===== src/rtl/dmem_arbiter_if.sv =====
// Requester-side channel of the data-memory arbiter: valid/ready request plus
// the fixed-latency read response returned to the same requester.
interface dmem_arbiter_if #(
   parameter int unsigned ADDR_W = 14
);
   logic              valid_in;
   logic              ready_out;
   logic [ADDR_W-1:0] addr_in;
   logic [31:0]       wdata_in;
   logic [3:0]        we_in;
   logic              rsp_valid_out;
   logic [31:0]       rsp_data_out;

   modport master (
      output valid_in, addr_in, wdata_in, we_in,
      input  ready_out, rsp_valid_out, rsp_data_out
   );

   modport slave (
      input  valid_in, addr_in, wdata_in, we_in,
      output ready_out, rsp_valid_out, rsp_data_out
   );
endinterface


===== src/rtl/dmem_arbiter.sv =====
// Two-requester round-robin arbiter in front of a single BRAM port; reads are
// tracked by a tag pipe so each response returns to the port that issued it.
module dmem_arbiter #(
   parameter int unsigned ADDR_W       = 14,
   parameter int unsigned READ_LATENCY = 2
) (
   input  logic              clk_in,
   input  logic              rst_n_in,
   dmem_arbiter_if.slave     req0,
   dmem_arbiter_if.slave     req1,
   output logic              mem_en_out,
   output logic [ADDR_W-1:0] mem_addr_out,
   output logic [31:0]       mem_data_out,
   output logic [3:0]        mem_we_out,
   input  logic [31:0]       mem_data_in
);

   logic        prio_q;
   logic        valid0_c;
   logic        valid1_c;
   logic        grant0_c;
   logic        grant1_c;
   logic        push_vld_c;
   logic        push_id_c;
   logic        tail_vld_c;
   logic        tail_id_c;
   logic        rsp0_valid_q;
   logic        rsp1_valid_q;
   logic [31:0] rsp0_data_q;
   logic [31:0] rsp1_data_q;

   // Requests are masked during reset so nothing reaches the BRAM
   always_comb begin
      valid0_c = req0.valid_in & rst_n_in;
      valid1_c = req1.valid_in & rst_n_in;
      grant0_c = valid0_c & (~valid1_c | ~prio_q);
      grant1_c = valid1_c & (~valid0_c | prio_q);
   end

   assign req0.ready_out = grant0_c;
   assign req1.ready_out = grant1_c;

   always_comb begin
      mem_en_out   = grant0_c | grant1_c;
      mem_addr_out = req0.addr_in;
      mem_data_out = req0.wdata_in;
      mem_we_out   = 4'b0000;
      if (grant1_c) begin
         mem_addr_out = req1.addr_in;
         mem_data_out = req1.wdata_in;
         mem_we_out   = req1.we_in;
      end else if (grant0_c) begin
         mem_we_out   = req0.we_in;
      end
      push_vld_c = (grant0_c && (req0.we_in == 4'b0000)) ||
                   (grant1_c && (req1.we_in == 4'b0000));
      push_id_c  = grant1_c;
   end

   // Tie-break pointer flips only on contention, handing the next tie to the loser
   always_ff @(posedge clk_in or negedge rst_n_in) begin
      if (!rst_n_in) begin
         prio_q <= 1'b0;
      end else if (valid0_c && valid1_c) begin
         prio_q <= ~prio_q;
      end
   end

   // The response registers form the last stage, so only READ_LATENCY-1 tag stages precede them
   if (READ_LATENCY == 1) begin : g_no_pipe
      assign tail_vld_c = push_vld_c;
      assign tail_id_c  = push_id_c;
   end else begin : g_pipe
      localparam int unsigned DEPTH = READ_LATENCY - 1;
      logic [DEPTH-1:0] vld_q;
      logic [DEPTH-1:0] id_q;

      always_ff @(posedge clk_in or negedge rst_n_in) begin
         if (!rst_n_in) begin
            vld_q <= '0;
            id_q  <= '0;
         end else begin
            vld_q[0] <= push_vld_c;
            id_q[0]  <= push_id_c;
            for (int i = 1; i < int'(DEPTH); i++) begin
               vld_q[i] <= vld_q[i-1];
               id_q[i]  <= id_q[i-1];
            end
         end
      end

      assign tail_vld_c = vld_q[DEPTH-1];
      assign tail_id_c  = id_q[DEPTH-1];
   end

   always_ff @(posedge clk_in or negedge rst_n_in) begin
      if (!rst_n_in) begin
         rsp0_valid_q <= 1'b0;
         rsp1_valid_q <= 1'b0;
         rsp0_data_q  <= 32'h0;
         rsp1_data_q  <= 32'h0;
      end else begin
         rsp0_valid_q <= tail_vld_c & ~tail_id_c;
         rsp1_valid_q <= tail_vld_c & tail_id_c;
         if (tail_vld_c && !tail_id_c) rsp0_data_q <= mem_data_in;
         if (tail_vld_c && tail_id_c)  rsp1_data_q <= mem_data_in;
      end
   end

   assign req0.rsp_valid_out = rsp0_valid_q;
   assign req0.rsp_data_out  = rsp0_data_q;
   assign req1.rsp_valid_out = rsp1_valid_q;
   assign req1.rsp_data_out  = rsp1_data_q;

endmodule


===== src/flat_wrapper.sv =====
// flat-port wrapper written by rule: the top's interface ports become plain ports
module dmem_arbiter_flat 
#(
   parameter int unsigned ADDR_W       = 14,
   parameter int unsigned READ_LATENCY = 2
)
  (clk_in, rst_n_in, mem_en_out, mem_addr_out, mem_data_out, mem_we_out, mem_data_in, req0_valid_in, req0_addr_in, req0_wdata_in, req0_we_in, req0_ready_out, req0_rsp_valid_out, req0_rsp_data_out, req1_valid_in, req1_addr_in, req1_wdata_in, req1_we_in, req1_ready_out, req1_rsp_valid_out, req1_rsp_data_out);
  dmem_arbiter_if #(.ADDR_W(ADDR_W)) req0_i ();
  dmem_arbiter_if #(.ADDR_W(ADDR_W)) req1_i ();
  input  logic clk_in;
  input  logic rst_n_in;
  output logic mem_en_out;
  output logic [ADDR_W-1:0] mem_addr_out;
  output logic [31:0] mem_data_out;
  output logic [3:0] mem_we_out;
  input  logic [31:0] mem_data_in;
  input wire logic [$bits(req0_i.valid_in)-1:0] req0_valid_in;
  input wire logic [$bits(req0_i.addr_in)-1:0] req0_addr_in;
  input wire logic [$bits(req0_i.wdata_in)-1:0] req0_wdata_in;
  input wire logic [$bits(req0_i.we_in)-1:0] req0_we_in;
  output wire logic [$bits(req0_i.ready_out)-1:0] req0_ready_out;
  output wire logic [$bits(req0_i.rsp_valid_out)-1:0] req0_rsp_valid_out;
  output wire logic [$bits(req0_i.rsp_data_out)-1:0] req0_rsp_data_out;
  input wire logic [$bits(req1_i.valid_in)-1:0] req1_valid_in;
  input wire logic [$bits(req1_i.addr_in)-1:0] req1_addr_in;
  input wire logic [$bits(req1_i.wdata_in)-1:0] req1_wdata_in;
  input wire logic [$bits(req1_i.we_in)-1:0] req1_we_in;
  output wire logic [$bits(req1_i.ready_out)-1:0] req1_ready_out;
  output wire logic [$bits(req1_i.rsp_valid_out)-1:0] req1_rsp_valid_out;
  output wire logic [$bits(req1_i.rsp_data_out)-1:0] req1_rsp_data_out;
  assign req0_i.valid_in = req0_valid_in;
  assign req0_i.addr_in = req0_addr_in;
  assign req0_i.wdata_in = req0_wdata_in;
  assign req0_i.we_in = req0_we_in;
  assign req0_ready_out = req0_i.ready_out;
  assign req0_rsp_valid_out = req0_i.rsp_valid_out;
  assign req0_rsp_data_out = req0_i.rsp_data_out;
  assign req1_i.valid_in = req1_valid_in;
  assign req1_i.addr_in = req1_addr_in;
  assign req1_i.wdata_in = req1_wdata_in;
  assign req1_i.we_in = req1_we_in;
  assign req1_ready_out = req1_i.ready_out;
  assign req1_rsp_valid_out = req1_i.rsp_valid_out;
  assign req1_rsp_data_out = req1_i.rsp_data_out;
  dmem_arbiter #(.ADDR_W(ADDR_W), .READ_LATENCY(READ_LATENCY)) u_core (.clk_in(clk_in), .rst_n_in(rst_n_in), .req0(req0_i), .req1(req1_i), .mem_en_out(mem_en_out), .mem_addr_out(mem_addr_out), .mem_data_out(mem_data_out), .mem_we_out(mem_we_out), .mem_data_in(mem_data_in));
endmodule

===== config.mk =====
export PLATFORM = sky130hd
export DESIGN_NAME = dmem_arbiter_flat
export DESIGN_NICKNAME = d
export VERILOG_FILES = /design/src/rtl/dmem_arbiter_if.sv /design/src/rtl/dmem_arbiter.sv /design/src/flat_wrapper.sv
export SDC_FILE = /design/constraint.sdc
export NUM_CORES = 1
export LEC_CHECK = 0
export CORE_AREA = 2 2 98 100
export DETAILED_ROUTE_END_ITERATION = 10
export DIE_AREA = 0 0 100 102
export PLACE_DENSITY = 0.84
export SYNTH_ARGS = -nofsm -noshare
export SYNTH_HDL_FRONTEND = slang
export SYNTH_SLANG_ARGS = --single-unit

===== constraint.sdc =====
create_clock -name clk_in -period 2.6 [get_ports clk_in]
set_input_delay 0.52 -clock clk_in [delete_from_list [all_inputs] [get_ports clk_in]]
set_output_delay 0.52 -clock clk_in [all_outputs]
set_load 0.005 [all_outputs]

# Word level (Yosys, flattened, before mapping)
# Cells that the tools add are included.
word_totals:
  ff_bits: 69
  latch_bits: 0
  mem_bits_rw: 0
  mem_bits_ro: 0
  wordCells: 33
  memories: 0
op_classes:
  n_addsub: 0
  mul: 0
  div_mod_pow: 0
  magnitude_cmp: 0
  n_eq_ne: 0
  shifts: 0
  muxes: 4
  bitwise_logic: 13
  reduce_logical: 9
op_table:
  columns: ["operator", "count"]
  rows:
  - ["32-bit two-way mux", 1]
  - ["14-bit two-way mux", 1]
  - ["4-bit zero test", 2]
  - ["4-bit two-way mux", 2]
  - ["1-bit AND", 6]
  - ["1-bit logical AND", 5]
  - ["1-bit inverter", 4]
  - ["1-bit bitwise OR", 3]
  - ["1-bit zero test", 1]
  - ["1-bit logical OR", 1]

# Depth between registers and ports, before layout
logic_depth:
  word_depth: 6
  ltp_mapped: 4
  depth_no_buf: 3

# Worst setup path before layout
# Ideal clock, no wire load.
synth_timing:
  kind: "input-to-output"
  startpoint: "input req1_valid_in"
  endpoint: "output mem_addr_out[0]"
  arrival_ns: 1.357
  t_required_ns: 2.080
  slack_ns: 0.723
  stages: 4
  path_buffers: 1
  path_cell_list: "nand2_1 > a21oi_4 > clkbuf_8 > mux2_2"
synth_via:
  elab_chain_len: 3
synth_rtl:
  columns: ["element", "line", "rtl"]
  rows:
  - ["start: declaration", "flat_wrapper.sv:24", "input wire logic [$bits(req1_i.valid_in)-1:0] req1_valid_in;"]
  - ["1-bit AND", "dmem_arbiter.sv:35", "valid1_c = req1.valid_in & rst_n_in;"]
  - ["1-bit AND", "dmem_arbiter.sv:37", "grant1_c = valid1_c & (~valid0_c | prio_q);"]
  - ["14-bit two-way mux", "dmem_arbiter.sv:48", "if (grant1_c) begin"]
  - ["end: declaration", "flat_wrapper.sv:13", "output logic [ADDR_W-1:0] mem_addr_out;"]
# Every way passes these cells.

# Final worst setup path
layout_timing:
  startpoint: "input req1_valid_in"
  endpoint: "output mem_addr_out[8]"
# The elaborated chain is that of the path after synthesis.

==> summary.md <==
| Metric | Value |
|---|---|
| Outcome | finished clean |
| Pwr Total | roughly 3.9 mW |
| WP data required | 2080 ps |
| Relative slew slack | about 69% |
| Die height | 102 µm |
| Fin. max-slew vios | 0 |
| Post-route design area | 6248 µm² |
| DR pass1 iterations | 4 |
| Worst Setup End Kind | output port |
| Clock skew | between 8 and 9 ps |
| CP Launch Type | primary input |
| Final period utilization | between 90% and 100% |
| Die Wd | roughly 100 µm |
| Net Count, Synth | around 350 |
| Final hold viol count | 0 |
| CP Cell Sequence | dlygate4sd2_1, nand2_2, a21oi_4, buf_12, buf_6, buf_12, mux2_2, dlygate4sd2_1 |
| PD cells | approximately 630 nW/µm² |
| Sequential area share after synthesis | 53.99% |
| Clock Path Buffers | 2 |
| Clk root buf | clkbuf_8 |
| Delay-heaviest family, CP | buffers and inverters |
| Worst Setup Path Type | in -> out |
| Die Footprint | 10200 µm² |
| Utilization after layout | about two thirds |
| Share of layout cells above drive strength 1 | a little under a third |
| Worst-Skew Late Latency | about 340 ps |
| Core area | between 9000 and 10000 µm² |
| Residual DRC | 0 |
| Yosys warns | 0 |
| Layout area overhead | 95.38% |
| Vias in the first global route | 3157 |
| Setup slack after placement | -301.7 ps |
| F_max | ~400 MHz |
| Worst Tran Pin Value | ~460 ps |
| Fin cells | about 600 |
| VDD IR max | roughly 0.00023 V |
| WP data arrival | around 2000 ps |
| Placed Cells | roughly 580 |
| Aggregate global-route resource usage | a little over a fifth |
| Crit-path max FO | 11 |
| Num ports | approximately 260 |
| Hold_ws | 208.8 ps |
| Final wirelength | roughly 11000 µm |
| CTS tree | yes |
| Min cycle time layout | between 2000 and 3000 ps |
| Worst hold path type | in -> async |
| Clock sink total | between 60 and 70 |
| Library cells used by synthesis | 19 |
| NumNets Final | between 600 and 700 |
| Largest net degree at the start of global routing | 53 |
| Syn avg cell area | 15.23 µm² |
| Global-route wire length before repair | about 16000 µm |
| Mapped Cells | between 200 and 250 |
| IO Port Bufs | roughly 250 |
| Gpl congestion | roughly 0.86 |
| WL per Instance | approximately 19 µm |
| Setup Viol. Count Final | 0 |
| Setup TNS Final | 0 ps |
| Yosys reg bits | slightly below 70 |
| Area of the mapped netlist | roughly 3200 µm² |
| H-Tree Depth | 3 |
| Critical-path top delay cell | mux2_2 |
| Row count | 35 |
| Max_cap viols | 0 |
| Post-route ant nets | 0 |
| Crit path buf inv count | 5 |
| Antenna violations before repair | 3 |
| GR Overflow Total | 0 |
| Dpl hpwl | 8585 µm |
| Placement Cell Area | between 5000 and 6000 µm² |
| Clk slew on worst S/H paths | around 80 ps |
| Initial Util | 35.11% |
| DR iter-0 viols | between 70 and 80 |
| Min setup slack post-route | around 80 ps |
| DR vias | between 2000 and 3000 |
| Num CTS Buffers | 9 |
| RSZ-0062 raised after global routing | no |
| Critical Path Max Stage Delay | 330 ps |
| LEAKAGE | about 2.8 nW |
| Via density | roughly 4.9 |
repair_timing:
action	CTS	global route
setup endpoints to repair	52	42
hold buffers	0	0
buffers inserted	5	1
pin swaps	1	1
gates resized for setup	34	29
gates cloned	3	0
hold endpoints to repair	0	0
where the power goes:
part / total [mW] / leakage [nW] / internal [mW] / switching (mW)
clock network: 0.891 / 0.0984 / 0.457 / 0.434
registers: 1.51 / 0.843 / 1.36 / 0.150
logic: 1.53 / 1.85 / 1.09 / 0.445
cell families (layout without fill, tap and decap cells):
group / after synthesis / after routing / synth area share [%]
muxes: 110 / 110 / 38.73
and+or+nand+nor: 7 / 7 / 1.135
xor gates and xnor gates: 1 / 1 / 0.2739
AOI/OAI and AO/OA: 9 / 9 / 2.465
buffers and inverters: 14 / 292 / 3.404
other: 0 / 3 / 0
DFF: 69 / 69 / 53.99
layout make-up:
cell class              count  area (µm²)
repair buffers            274        2790
inverters                   2       7.507
fillers                   675        2860
well taps                 111       138.9
multi-input cells         127        1371
flip-flops and latches     69        1727
clock inverters             7       82.58
diodes                      3       7.507
clock buffers               9       123.9
placed cells by master (no fill, tap or decap), drive strengths merged, types with 2 or more instances in the layout:
cell,netlist,layout
inv,2,5
buf,8,21
clkdlybuf4s50,0,204
dlymetal6s2s,0,21
clkinvlp,0,2
dlygate4sd2,0,26
mux2,110,110
a21oi,2,2
diode,0,3
dfrtp,69,69
nand2,3,3
clkbuf,4,11
a22o,4,4
path summary, 6_finish.rpt:
kind                            slack, ps                        start  cells after the start                            to
worst max register to register       1160           u_core.g_pipe.id_q                      3  u_core.req0.rsp_data_out[19]
max in group asynchronous            1990                     rst_n_in                      2  u_core.req1.rsp_data_out[24]
worst max-delay path                   80                req1_valid_in                      8               mem_addr_out[8]
worst min-delay path                  210                     rst_n_in                      2   u_core.req0.rsp_data_out[4]
min in group clk_in                   510  u_core.req1.rsp_data_out[7]                      1   u_core.req1.rsp_data_out[7]
worst min register to register        510  u_core.req1.rsp_data_out[7]                      1   u_core.req1.rsp_data_out[7]
state kept, by name, summed over array words and instances, names as in the netlist:
register,count
u_core.req1.rsp_valid_out,1
u_core.req0.rsp_data_out,32
u_core.req0.rsp_valid_out,1
u_core.g_pipe.id_q,1
u_core.req1.rsp_data_out,32
u_core.prio_q,1
u_core.g_pipe.vld_q,1
per-layer routing:
| layer | global-route usage (%) | part of all wire, % | wire, µm |
|---|---|---|---|
| met2 | 38.88 | 54 | 6053 |
| met5 | 0 | 0 | 0 |
| met3 | 7.319 | 8.2 | 927 |
| met1 | 22.52 | 35 | 4007 |
| met4 | 10.75 | 2.7 | 301 |
cells in the mapped netlist:
cell      count  area [µm²]
inv_1         2       7.510
or4_1         1       7.510
a22o_1        4       35.03
nand2_1       3       11.26
buf_6         1       11.26
xnor2_1       1       8.760
nand3_1       1       5.000
buf_2         7       35.03
mux2_1        3       33.78
a21oi_1       1       5.000
a21o_1        1       7.510
o21a_1        1       7.510
dfrtp_1      69        1727
mux2_2      107        1205
nor2b_1       1       6.260
nor4_1        1       6.260
a211oi_1      1       7.510
clkbuf_8      4       55.05
a21oi_4       1       16.27
(Power assumes the default switching activity.)
